==> src/rtl/axi_wr_arb.sv <==
// axi_wr_arb: two-requester AXI4 write-channel arbiter.
// Whole bursts are granted round-robin. The grant is held from the AW issue
// through the WLAST beat. B responses are routed back in issue order using a
// small grant-order FIFO. All AW/W/B payload fields are pure muxes.
module axi_wr_arb #(
    parameter int AXI_DATA_WIDTH  = 256,
    parameter int AXI_STRB_WIDTH  = AXI_DATA_WIDTH / 8,
    parameter int AXI_ADDR_WIDTH  = 64,
    parameter int AXI_ID_WIDTH    = 8,
    parameter int MAX_OUTSTANDING = 4
) (
    input  logic                      clk,
    input  logic                      rst_n,
    // requester 0
    input  logic [AXI_ID_WIDTH-1:0]   s0_awid,
    input  logic [AXI_ADDR_WIDTH-1:0] s0_awaddr,
    input  logic [7:0]                s0_awlen,
    input  logic [2:0]                s0_awsize,
    input  logic [1:0]                s0_awburst,
    input  logic                      s0_awlock,
    input  logic [3:0]                s0_awcache,
    input  logic [2:0]                s0_awprot,
    input  logic                      s0_awvalid,
    output logic                      s0_awready,
    input  logic [AXI_DATA_WIDTH-1:0] s0_wdata,
    input  logic [AXI_STRB_WIDTH-1:0] s0_wstrb,
    input  logic                      s0_wlast,
    input  logic                      s0_wvalid,
    output logic                      s0_wready,
    output logic [AXI_ID_WIDTH-1:0]   s0_bid,
    output logic [1:0]                s0_bresp,
    output logic                      s0_bvalid,
    input  logic                      s0_bready,
    // requester 1
    input  logic [AXI_ID_WIDTH-1:0]   s1_awid,
    input  logic [AXI_ADDR_WIDTH-1:0] s1_awaddr,
    input  logic [7:0]                s1_awlen,
    input  logic [2:0]                s1_awsize,
    input  logic [1:0]                s1_awburst,
    input  logic                      s1_awlock,
    input  logic [3:0]                s1_awcache,
    input  logic [2:0]                s1_awprot,
    input  logic                      s1_awvalid,
    output logic                      s1_awready,
    input  logic [AXI_DATA_WIDTH-1:0] s1_wdata,
    input  logic [AXI_STRB_WIDTH-1:0] s1_wstrb,
    input  logic                      s1_wlast,
    input  logic                      s1_wvalid,
    output logic                      s1_wready,
    output logic [AXI_ID_WIDTH-1:0]   s1_bid,
    output logic [1:0]                s1_bresp,
    output logic                      s1_bvalid,
    input  logic                      s1_bready,
    // shared master port
    output logic [AXI_ID_WIDTH-1:0]   m_awid,
    output logic [AXI_ADDR_WIDTH-1:0] m_awaddr,
    output logic [7:0]                m_awlen,
    output logic [2:0]                m_awsize,
    output logic [1:0]                m_awburst,
    output logic                      m_awlock,
    output logic [3:0]                m_awcache,
    output logic [2:0]                m_awprot,
    output logic                      m_awvalid,
    input  logic                      m_awready,
    output logic [AXI_DATA_WIDTH-1:0] m_wdata,
    output logic [AXI_STRB_WIDTH-1:0] m_wstrb,
    output logic                      m_wlast,
    output logic                      m_wvalid,
    input  logic                      m_wready,
    input  logic [AXI_ID_WIDTH-1:0]   m_bid,
    input  logic [1:0]                m_bresp,
    input  logic                      m_bvalid,
    output logic                      m_bready,
    // status
    output logic                      busy,
    output logic                      b_orphan
);

    localparam int PTR_W = (MAX_OUTSTANDING > 1) ? $clog2(MAX_OUTSTANDING) : 1;
    localparam int CNT_W = $clog2(MAX_OUTSTANDING + 1);

    typedef enum logic [1:0] {
        ST_IDLE = 2'd0,
        ST_ADDR = 2'd1,
        ST_DATA = 2'd2
    } state_t;

    state_t           state_reg, state_next;
    logic             grant_reg, grant_next;
    logic             rr_last_reg, rr_last_next;

    // grant-order FIFO: one bit per outstanding burst naming its requester
    logic             order_mem [MAX_OUTSTANDING];
    logic [PTR_W-1:0] wr_ptr_reg, rd_ptr_reg;
    logic [CNT_W-1:0] count_reg;

    logic [1:0] awvalid_vec, wvalid_vec, wlast_vec, bready_vec;
    logic [1:0] awready_vec, wready_vec, bvalid_vec;
    logic       fifo_empty, fifo_full, head_bit;
    logic       aw_hs, w_last_hs, b_pop;

    assign awvalid_vec = {s1_awvalid, s0_awvalid};
    assign wvalid_vec  = {s1_wvalid,  s0_wvalid};
    assign wlast_vec   = {s1_wlast,   s0_wlast};
    assign bready_vec  = {s1_bready,  s0_bready};

    assign fifo_empty = (count_reg == '0);
    assign fifo_full  = (count_reg == CNT_W'(MAX_OUTSTANDING));
    assign head_bit   = order_mem[rd_ptr_reg];

    // Payload muxes follow the registered grant, even while not valid.
    assign m_awid    = grant_reg ? s1_awid    : s0_awid;
    assign m_awaddr  = grant_reg ? s1_awaddr  : s0_awaddr;
    assign m_awlen   = grant_reg ? s1_awlen   : s0_awlen;
    assign m_awsize  = grant_reg ? s1_awsize  : s0_awsize;
    assign m_awburst = grant_reg ? s1_awburst : s0_awburst;
    assign m_awlock  = grant_reg ? s1_awlock  : s0_awlock;
    assign m_awcache = grant_reg ? s1_awcache : s0_awcache;
    assign m_awprot  = grant_reg ? s1_awprot  : s0_awprot;
    assign m_wdata   = grant_reg ? s1_wdata   : s0_wdata;
    assign m_wstrb   = grant_reg ? s1_wstrb   : s0_wstrb;
    assign m_wlast   = grant_reg ? s1_wlast   : s0_wlast;

    assign aw_hs     = (state_reg == ST_ADDR) && awvalid_vec[grant_reg] && m_awready;
    assign w_last_hs = (state_reg == ST_DATA) && wvalid_vec[grant_reg] && m_wready
                       && wlast_vec[grant_reg];

    // The B path is independent of the FSM and only looks at the FIFO head.
    assign m_bready = !fifo_empty && bready_vec[head_bit];
    assign b_pop    = m_bvalid && m_bready;
    assign b_orphan = fifo_empty && m_bvalid;
    assign busy     = (state_reg != ST_IDLE) || !fifo_empty;

    genvar gi;
    generate
        for (gi = 0; gi < 2; gi++) begin : g_req
            logic is_grant;
            logic is_head;
            assign is_grant        = (gi == 1) ? grant_reg : ~grant_reg;
            assign is_head         = (gi == 1) ? head_bit  : ~head_bit;
            assign awready_vec[gi] = (state_reg == ST_ADDR) && is_grant && m_awready;
            assign wready_vec[gi]  = (state_reg == ST_DATA) && is_grant && m_wready;
            assign bvalid_vec[gi]  = !fifo_empty && is_head && m_bvalid;
        end
    endgenerate

    assign s0_awready = awready_vec[0];
    assign s1_awready = awready_vec[1];
    assign s0_wready  = wready_vec[0];
    assign s1_wready  = wready_vec[1];
    assign s0_bvalid  = bvalid_vec[0];
    assign s1_bvalid  = bvalid_vec[1];
    assign s0_bid     = m_bid;
    assign s1_bid     = m_bid;
    assign s0_bresp   = m_bresp;
    assign s1_bresp   = m_bresp;

    // Next-state logic: round-robin pick in IDLE, hold the grant through AW and W.
    always_comb begin
        state_next   = state_reg;
        grant_next   = grant_reg;
        rr_last_next = rr_last_reg;
        m_awvalid    = 1'b0;
        m_wvalid     = 1'b0;
        case (state_reg)
            ST_IDLE: begin
                if (!fifo_full && (|awvalid_vec)) begin
                    // On a tie the requester that did not go last wins.
                    grant_next = (&awvalid_vec) ? ~rr_last_reg : awvalid_vec[1];
                    state_next = ST_ADDR;
                end
            end
            ST_ADDR: begin
                m_awvalid = awvalid_vec[grant_reg];
                if (aw_hs) begin
                    state_next = ST_DATA;
                end
            end
            ST_DATA: begin
                m_wvalid = wvalid_vec[grant_reg];
                if (w_last_hs) begin
                    rr_last_next = grant_reg;
                    state_next   = ST_IDLE;
                end
            end
            default: state_next = ST_IDLE;
        endcase
    end

    // FSM and arbitration registers.
    always_ff @(posedge clk or negedge rst_n) begin
        if (!rst_n) begin
            state_reg   <= ST_IDLE;
            grant_reg   <= 1'b0;
            rr_last_reg <= 1'b1;
        end else begin
            state_reg   <= state_next;
            grant_reg   <= grant_next;
            rr_last_reg <= rr_last_next;
        end
    end

    // Grant-order FIFO pointers and occupancy; push on AW issue, pop on B handshake.
    always_ff @(posedge clk or negedge rst_n) begin
        if (!rst_n) begin
            wr_ptr_reg <= '0;
            rd_ptr_reg <= '0;
            count_reg  <= '0;
        end else begin
            if (aw_hs) begin
                wr_ptr_reg <= wr_ptr_reg + PTR_W'(1);
            end
            if (b_pop) begin
                rd_ptr_reg <= rd_ptr_reg + PTR_W'(1);
            end
            case ({aw_hs, b_pop})
                2'b10:   count_reg <= count_reg + CNT_W'(1);
                2'b01:   count_reg <= count_reg - CNT_W'(1);
                default: count_reg <= count_reg;
            endcase
        end
    end

    // FIFO storage; contents are meaningful only below the occupancy count.
    always_ff @(posedge clk) begin
        if (aw_hs) begin
            order_mem[wr_ptr_reg] <= grant_reg;
        end
    end

endmodule
==> config.mk <==
export PLATFORM = sky130hd
export DESIGN_NAME = axi_wr_arb
export DESIGN_NICKNAME = d
export VERILOG_FILES = /design/src/rtl/axi_wr_arb.sv
export SDC_FILE = /design/constraint.sdc
export NUM_CORES = 1
export LEC_CHECK = 0
export ABC_AREA = 1
export BUFFER_PORTS_ARGS = -buffer_cell sky130_fd_sc_hd__buf_2
export CAP_MARGIN = 20
export CORE_AREA = 2 2 462 464
export CTS_BUF_LIST = sky130_fd_sc_hd__clkbuf_2
export DETAILED_ROUTE_END_ITERATION = 8
export DIE_AREA = 0 0 464 466
export PLACE_DENSITY_LB_ADDON = 0.15
export REMOVE_ABC_BUFFERS = 1
export SYNTH_ARGS = -nofsm -noshare
export SYNTH_HDL_FRONTEND = slang
export SYNTH_SLANG_ARGS = --single-unit
==> constraint.sdc <==
create_clock -name clk -period 3.45 [get_ports clk]
set_clock_uncertainty 0.2 [all_clocks]
set_input_delay 0.5175 -clock clk [delete_from_list [all_inputs] [get_ports clk]]
set_output_delay 0.5175 -clock clk [all_outputs]
set_load 0.01 [all_outputs]
# == After elaboration in Yosys (flattened, before gate mapping) ==
# Memories as Yosys holds them, arrays and structs flattened.
# Cells that the tools add are included.
# totals
ff_bits,11
latchBits,0
ramBits,4
romBits,0
inputBits,785
out_inout_bits,413
word_cells,85
memories,1
# memory_table
name,words,width,read_ports,rd_ports_with_merged_regs,wr,line_no,rtl
order_mem,4,1,1,0,1,93,logic order_mem [MAX_OUTSTANDING];
# classes
addsub,4
n_mul,0
n_div,0
magnitude_cmp,2
n_eq_ne,8
n_shift,0
mux,28
bitwise,3
reduce_logical,33
# op_table
cell,count
$mux 256,1
$mux 64,1
$mux 32,1
$logic_and 1x1->1,21
$mux 8,2
$mux 1,14
$mux 2,4
$mux 3,2
$ne 2x2->1 const B,3
$pmux 2 s3,1
$pmux 3 s2,1
$reduce_and 2->1,3
$add 2x1->2 const B,2
$eq 2x1->1 const B,2
$eq 2x2->1 const B,2
$lt 1x2->1 const B,2
$mux 4,1
$reduce_bool 2->1,2
$add 3x1->3 const B,1
$eq 3x3->1 const B,1
$logic_not 3->1,1
$not 1->1,3
$reduce_and 3->1,1
$sub 3x1->3 const B,1
other kinds (4),5

# == Depth between registers and ports, before layout ==
# logic_depth
word_depth,7
mapped_depth,13
depth_no_buf,13

# == Worst setup path after synthesis ==
# Ideal clock, no wire load.
# synth_timing
path_type,reg-to-reg
startpoint,register rd_ptr_reg[0]
endpoint,register count_reg[2]
setup_time_ns,0.131
t_arrival_ns,1.801
required_time_ns,3.119
slack_ns,1.318
stages_incl_launch_ff,14
path_buffers,0
period_less_slack_ns,2.132
path_cell_list,dfrtp_1 inv_2 nand2_1 nand3_2 nand2_2 nand2_1 nand4_1 inv_1 ha_1 inv_1 fa_1 a21oi_1 o21ai_0 xor2_1
# synth_between
elab_chain_cells,7
elab_cells_between_ends,9
classes_between,2 x eq/ne; 3 x mux; 3 x reduce/logical; 1 x memory
# synth_rtl
element,line_no,rtl
start: declaration,94,"logic [PTR_W-1:0] wr_ptr_reg, rd_ptr_reg;"
start signal: assignment,214,rd_ptr_reg <= rd_ptr_reg + PTR_W'(1);
$mem_v2 4x1 (*),-,
$mux 1 (not written as such) (*) (2 in series),129,assign m_bready = !fifo_empty && bready_vec[head_bit];
$logic_and 1x1->1 (*),129,
$logic_and 1x1->1 (*),130,assign b_pop = m_bvalid && m_bready;
net b_pop,100,"logic aw_hs, w_last_hs, b_pop;"
$eq 2x1->1 / $eq 2x2->1 (equally long branches),216,"case ({aw_hs, b_pop})"
$pmux 3 s2 / $reduce_bool 2->1 (equally long branches),-,
end signal: assignment,217,2'b10: count_reg <= count_reg + CNT_W'(1);
end signal: assignment,218,2'b01: count_reg <= count_reg - CNT_W'(1);
end signal: assignment,219,default: count_reg <= count_reg;
end: declaration,95,logic [CNT_W-1:0] count_reg;
# Mark *: on every way through the listed nets, which the timed path passes. The rest lies on a longest branch. The select of a mux whose other input is x is not followed.
# A chain may end at the register's enable or synchronous reset.

# == Worst setup path in the final report ==
# layout_timing
startpoint,"register grant_reg, in the netlist g_req[1].is_grant"
endpoint,output port m_wdata[114]
# layout_between
elab_chain_cells,1
# layout_rtl
element,line_no,rtl
start: declaration,89,"logic grant_reg, grant_next;"
start signal: assignment,198,grant_reg <= grant_next;
$mux 256,120,assign m_wdata = grant_reg ? s1_wdata : s0_wdata;
end: declaration,65,"output logic [AXI_DATA_WIDTH-1:0] m_wdata,"
# No other way between the ends.

==> results.py <==
metrics = {
    "timing": {
        "fmax_ghz": 0.311,
        "rsz0062_at_grt": "false",
        "finalCritPeriodShare": 0.933,
        "tightest_slew_ns": 0.990,
        "fin_setup_tns_ns": 0,
        "drv_slew": 0,
        "finalSetupViolCount": 0,
        "hold_viol_final": 0,
        "slew_headroom": 0.340,
        "min_period_ns": 3.22,
    },
    "drt": {
        "via_count": 14523,
        "via_per_inst": 2.73,
        "drt_iter0_markers": 857,
        "wire_per_inst_um": 31.0,
        "ant_nets": 0,
        "drt_wl_total_um": 165000,
        "firstDrtPassIters": 5,
        "drcViolationCount": 0,
    },
    "power_and_ir_drop": {
        "total_power_mw": 10.9,
        "power.leakage_nw": 8.75,
        "p_clk_frac": 0.009,
        "p_int_mw": 3.31,
        "seqPwrFrac": 0.032,
        "p_per_area_mw_per_mm2": 711,
        "pwr-share-comb": 0.958,
        "sw_frac_of_total": 0.697,
        "switchingPower_mw": 7.60,
        "ir_drop_v": 0.000439,
    },
    "hold_path": {
        "min-delay-start": "s1_awvalid",
        "min_to": "g_req[1].is_grant",
        "min_path_cells": 3,
        "worstHoldPathType": "in2reg",
    },
    "die": {
        "rows": 169,
        "pin_count": 1198,
        "design.die.area_sq_mm": 0.216,
        "die_x_um": 464,
        "die_y_um": 466,
        "core_region_area_sq_mm": 0.211,
        "start_util": 0.0278,
    },
    "placed_design": {
        "globalplace.congestion": 0.926,
        "dp_hpwl_um": 155000,
        "place_area_sq_mm": 0.0152,
        "io_buffers": 1167,
    },
    "worst_setup_path": {
        "worstPathArrival_ns": 2.50,
        "crit_path_frequent_cell": "nand2_1",
        "critical_path_buf_inv_count": 4,
        "cp.required_ns": 2.73,
        "end_kind": "output port",
        "critPathTopFamily": "buffers and inverters",
        "rrSetupSlack_ns": 0.92,
        "r2r-end": "count_reg[2]",
        "cp-start-kind": "flip-flop",
        "critPathMaxStageDelay_ns": 0.66,
        "cp_num_cells": 6,
        "crit-reg2reg-launch": "g_req[1].is_grant",
        "slowest_stage": "dfrtp_4",
        "crit_fanout": 65,
        "r2r_cells": 10,
        "path_class": "reg2out",
        "crit_chain": "inv_16, buf_12, buf_4, nand2_1, nand2_1, buf_2",
    },
    "logic_synthesis": {
        "synth_top_family_by_area": "simple AND/OR/NAND/NOR gates",
        "synth_fa_ha_area_frac": 0.0141,
        "avgSynthCellArea_sq_um": 4.31,
        "synth_compound_area_frac": 0.0111,
        "syn-cell-area_sq_mm": 0.00588,
        "yosys_warnings": 0,
        "yosysSeqAreaShare": 0.0675,
        "yosys.area_share.simple": 0.777,
        "syn_inst": 1362,
        "ys_types": 27,
        "synth_xor_area_frac": 0.00447,
        "synth_seq_cells": 15,
        "synthMuxAreaShare": 0,
    },
    "global_routing": {
        "grt_max_degree": 125,
        "grt_pass1_vias": 13905,
        "grt_pass1_wl_um": 196000,
        "overflow": 0,
        "antenna_found_initial": 313,
        "grt_use_total": 0.145,
    },
    "clocking": {
        "numCtsBuffers": 3,
        "cts-root-buf": "clkbuf_2",
        "cts_buffer_depth": 2,
        "cts_resized": 0,
        "cts_tree": "yes",
        "clock_sinks": 15,
        "clk_pin_slew_worst_paths_ns": 0.21,
        "htreeDepth": 1,
        "cts_hold_buf": 1,
        "cts_setup_buffers": 0,
        "clk_latency_ns": 0.32,
    },
    "cells_and_area": {
        "largest_reg_flops": 4,
        "final_nets": 3238,
        "syn_to_final_growth_pct": 161,
        "drive_gt1_frac": 0.491,
        "num-fill-cells": 25510,
        "fin_area_sq_mm": 0.0154,
    },
    "flow_run": {
        "cap_violations": 0,
    },
    "run_status": {
        "status": "finished, final reports clean",
    },
}
[tightest hold or removal path: cells and delay by family]
kind / cells / cell delay, ns
AND/OR/NAND/NOR: 1 / 0.07
buffers and inverters: 1 / 0.11
AO/OA/AOI/OAI: 1 / 0.07
[cell usage after synthesis]
cell / count / share of area
a21oi_1: 2 / 0.0017
a21oi_2: 1 / 0.0015
a21oi_4: 1 / 0.0028
buf_2: 49 / 0.042
buf_4: 52 / 0.066
clkbuf_1: 4 / 0.0026
dfrtp_1: 10 / 0.043
dfstp_2: 1 / 0.0045
edfxtp_1: 4 / 0.020
fa_1: 1 / 0.0034
ha_1: 5 / 0.011
inv_1: 20 / 0.013
inv_2: 2 / 0.0013
inv_4: 1 / 0.0011
nand2_1: 1166 / 0.74
nand2_2: 3 / 0.0032
nand2_4: 1 / 0.0019
nand3_1: 8 / 0.0068
nand3_2: 3 / 0.0051
nand4_1: 4 / 0.0043
nor2_1: 10 / 0.0064
nor3_1: 4 / 0.0034
nor3b_1: 1 / 0.0013
o21ai_0: 5 / 0.0043
o21ai_1: 1 / 0.00085
xnor2_1: 1 / 0.0015
xor2_1: 2 / 0.0030
[cell usage in the layout, fill, tap and decap left out, drive strengths merged]
master,n
ha,5
xnor2,1
nand4,4
fa,1
o21ai,6
edfxtp,4
dfrtp,10
buf,1184
clkbuf,4
nand3,11
dfstp,1
inv,23
dlygate4sd3,1
diode,62
nor3,4
xor2,2
nor2,10
a21oi,4
nor3b,1
nand2,1170
[power by group through the flow]
| stage | Combinational (mW) | Sequential [mW] | Clock [mW] |
|---|---|---|---|
| CTS | 11.0 | 0.357 | 0.104 |
| global route | 11.3 | 0.370 | 0.113 |
| detailed placement | 10.9 | 0.360 | 0 |
| floorplan | 2.84 | 0.541 | 0 |
| global placement | 11.1 | 0.360 | 0 |
| finish | 10.5 | 0.355 | 0.102 |
[area by class of cell]
cell class	instances	area, sq um	share of cell area
multi-input cells	1219	4740	0.309
clock buffers	4	20.0	0.00130
flip-flops and latches	15	400	0.0261
diodes	62	155	0.0101
repair buffers	1185	6410	0.417
well taps	2821	3530	0.230
inverters	23	103	0.00668
[cells by family after synthesis]
logic type | after synthesis
AOI/OAI and AO/OA | 10
xor gates and xnor gates | 3
adders and majority gates | 6
buffers and inverters | 128
DFF | 15
and+or+nand+nor | 1200
[metrics by stage]
stage               setup WS (ns)    util  hold slack (ns)  cells
finish                      0.230  0.0727            0.267   5329
CTS                         0.180  0.0720            0.264   5267
global placement            0.600  0.0718            0.238   5262
floorplan                   -9.13       -           0.0219   1257
global route               0.0621  0.0721            0.266   5283
detailed placement          0.580  0.0718            0.238   5262
[how the worst max path moves through the flow]
stage                      start      endpoint  slack, ns
4_1_cts        g_req[1].is_grant  m_wdata[114]       0.18
3_5_place_dp   g_req[1].is_grant  m_wdata[114]       0.58
5_1_grt        g_req[1].is_grant  m_wdata[114]       0.06
2_1_floorplan  g_req[1].is_grant  count_reg[2]      -9.13
3_3_place_gp   g_req[1].is_grant  m_wdata[114]       0.60
6_report       g_req[1].is_grant  m_wdata[114]       0.23
[per-layer routing]
layer	wire length [um]	track usage	vias to the layer above	share of wire
met4	2940	0.00770	234	0.018
met1	60800	0.160	6338	0.37
li1	-	-	6272	-
met5	1560	0.000439	-	0.0094
met2	74600	0.244	1189	0.45
met3	25200	0.0940	490	0.15
Power figures use the tool's default switching activity.
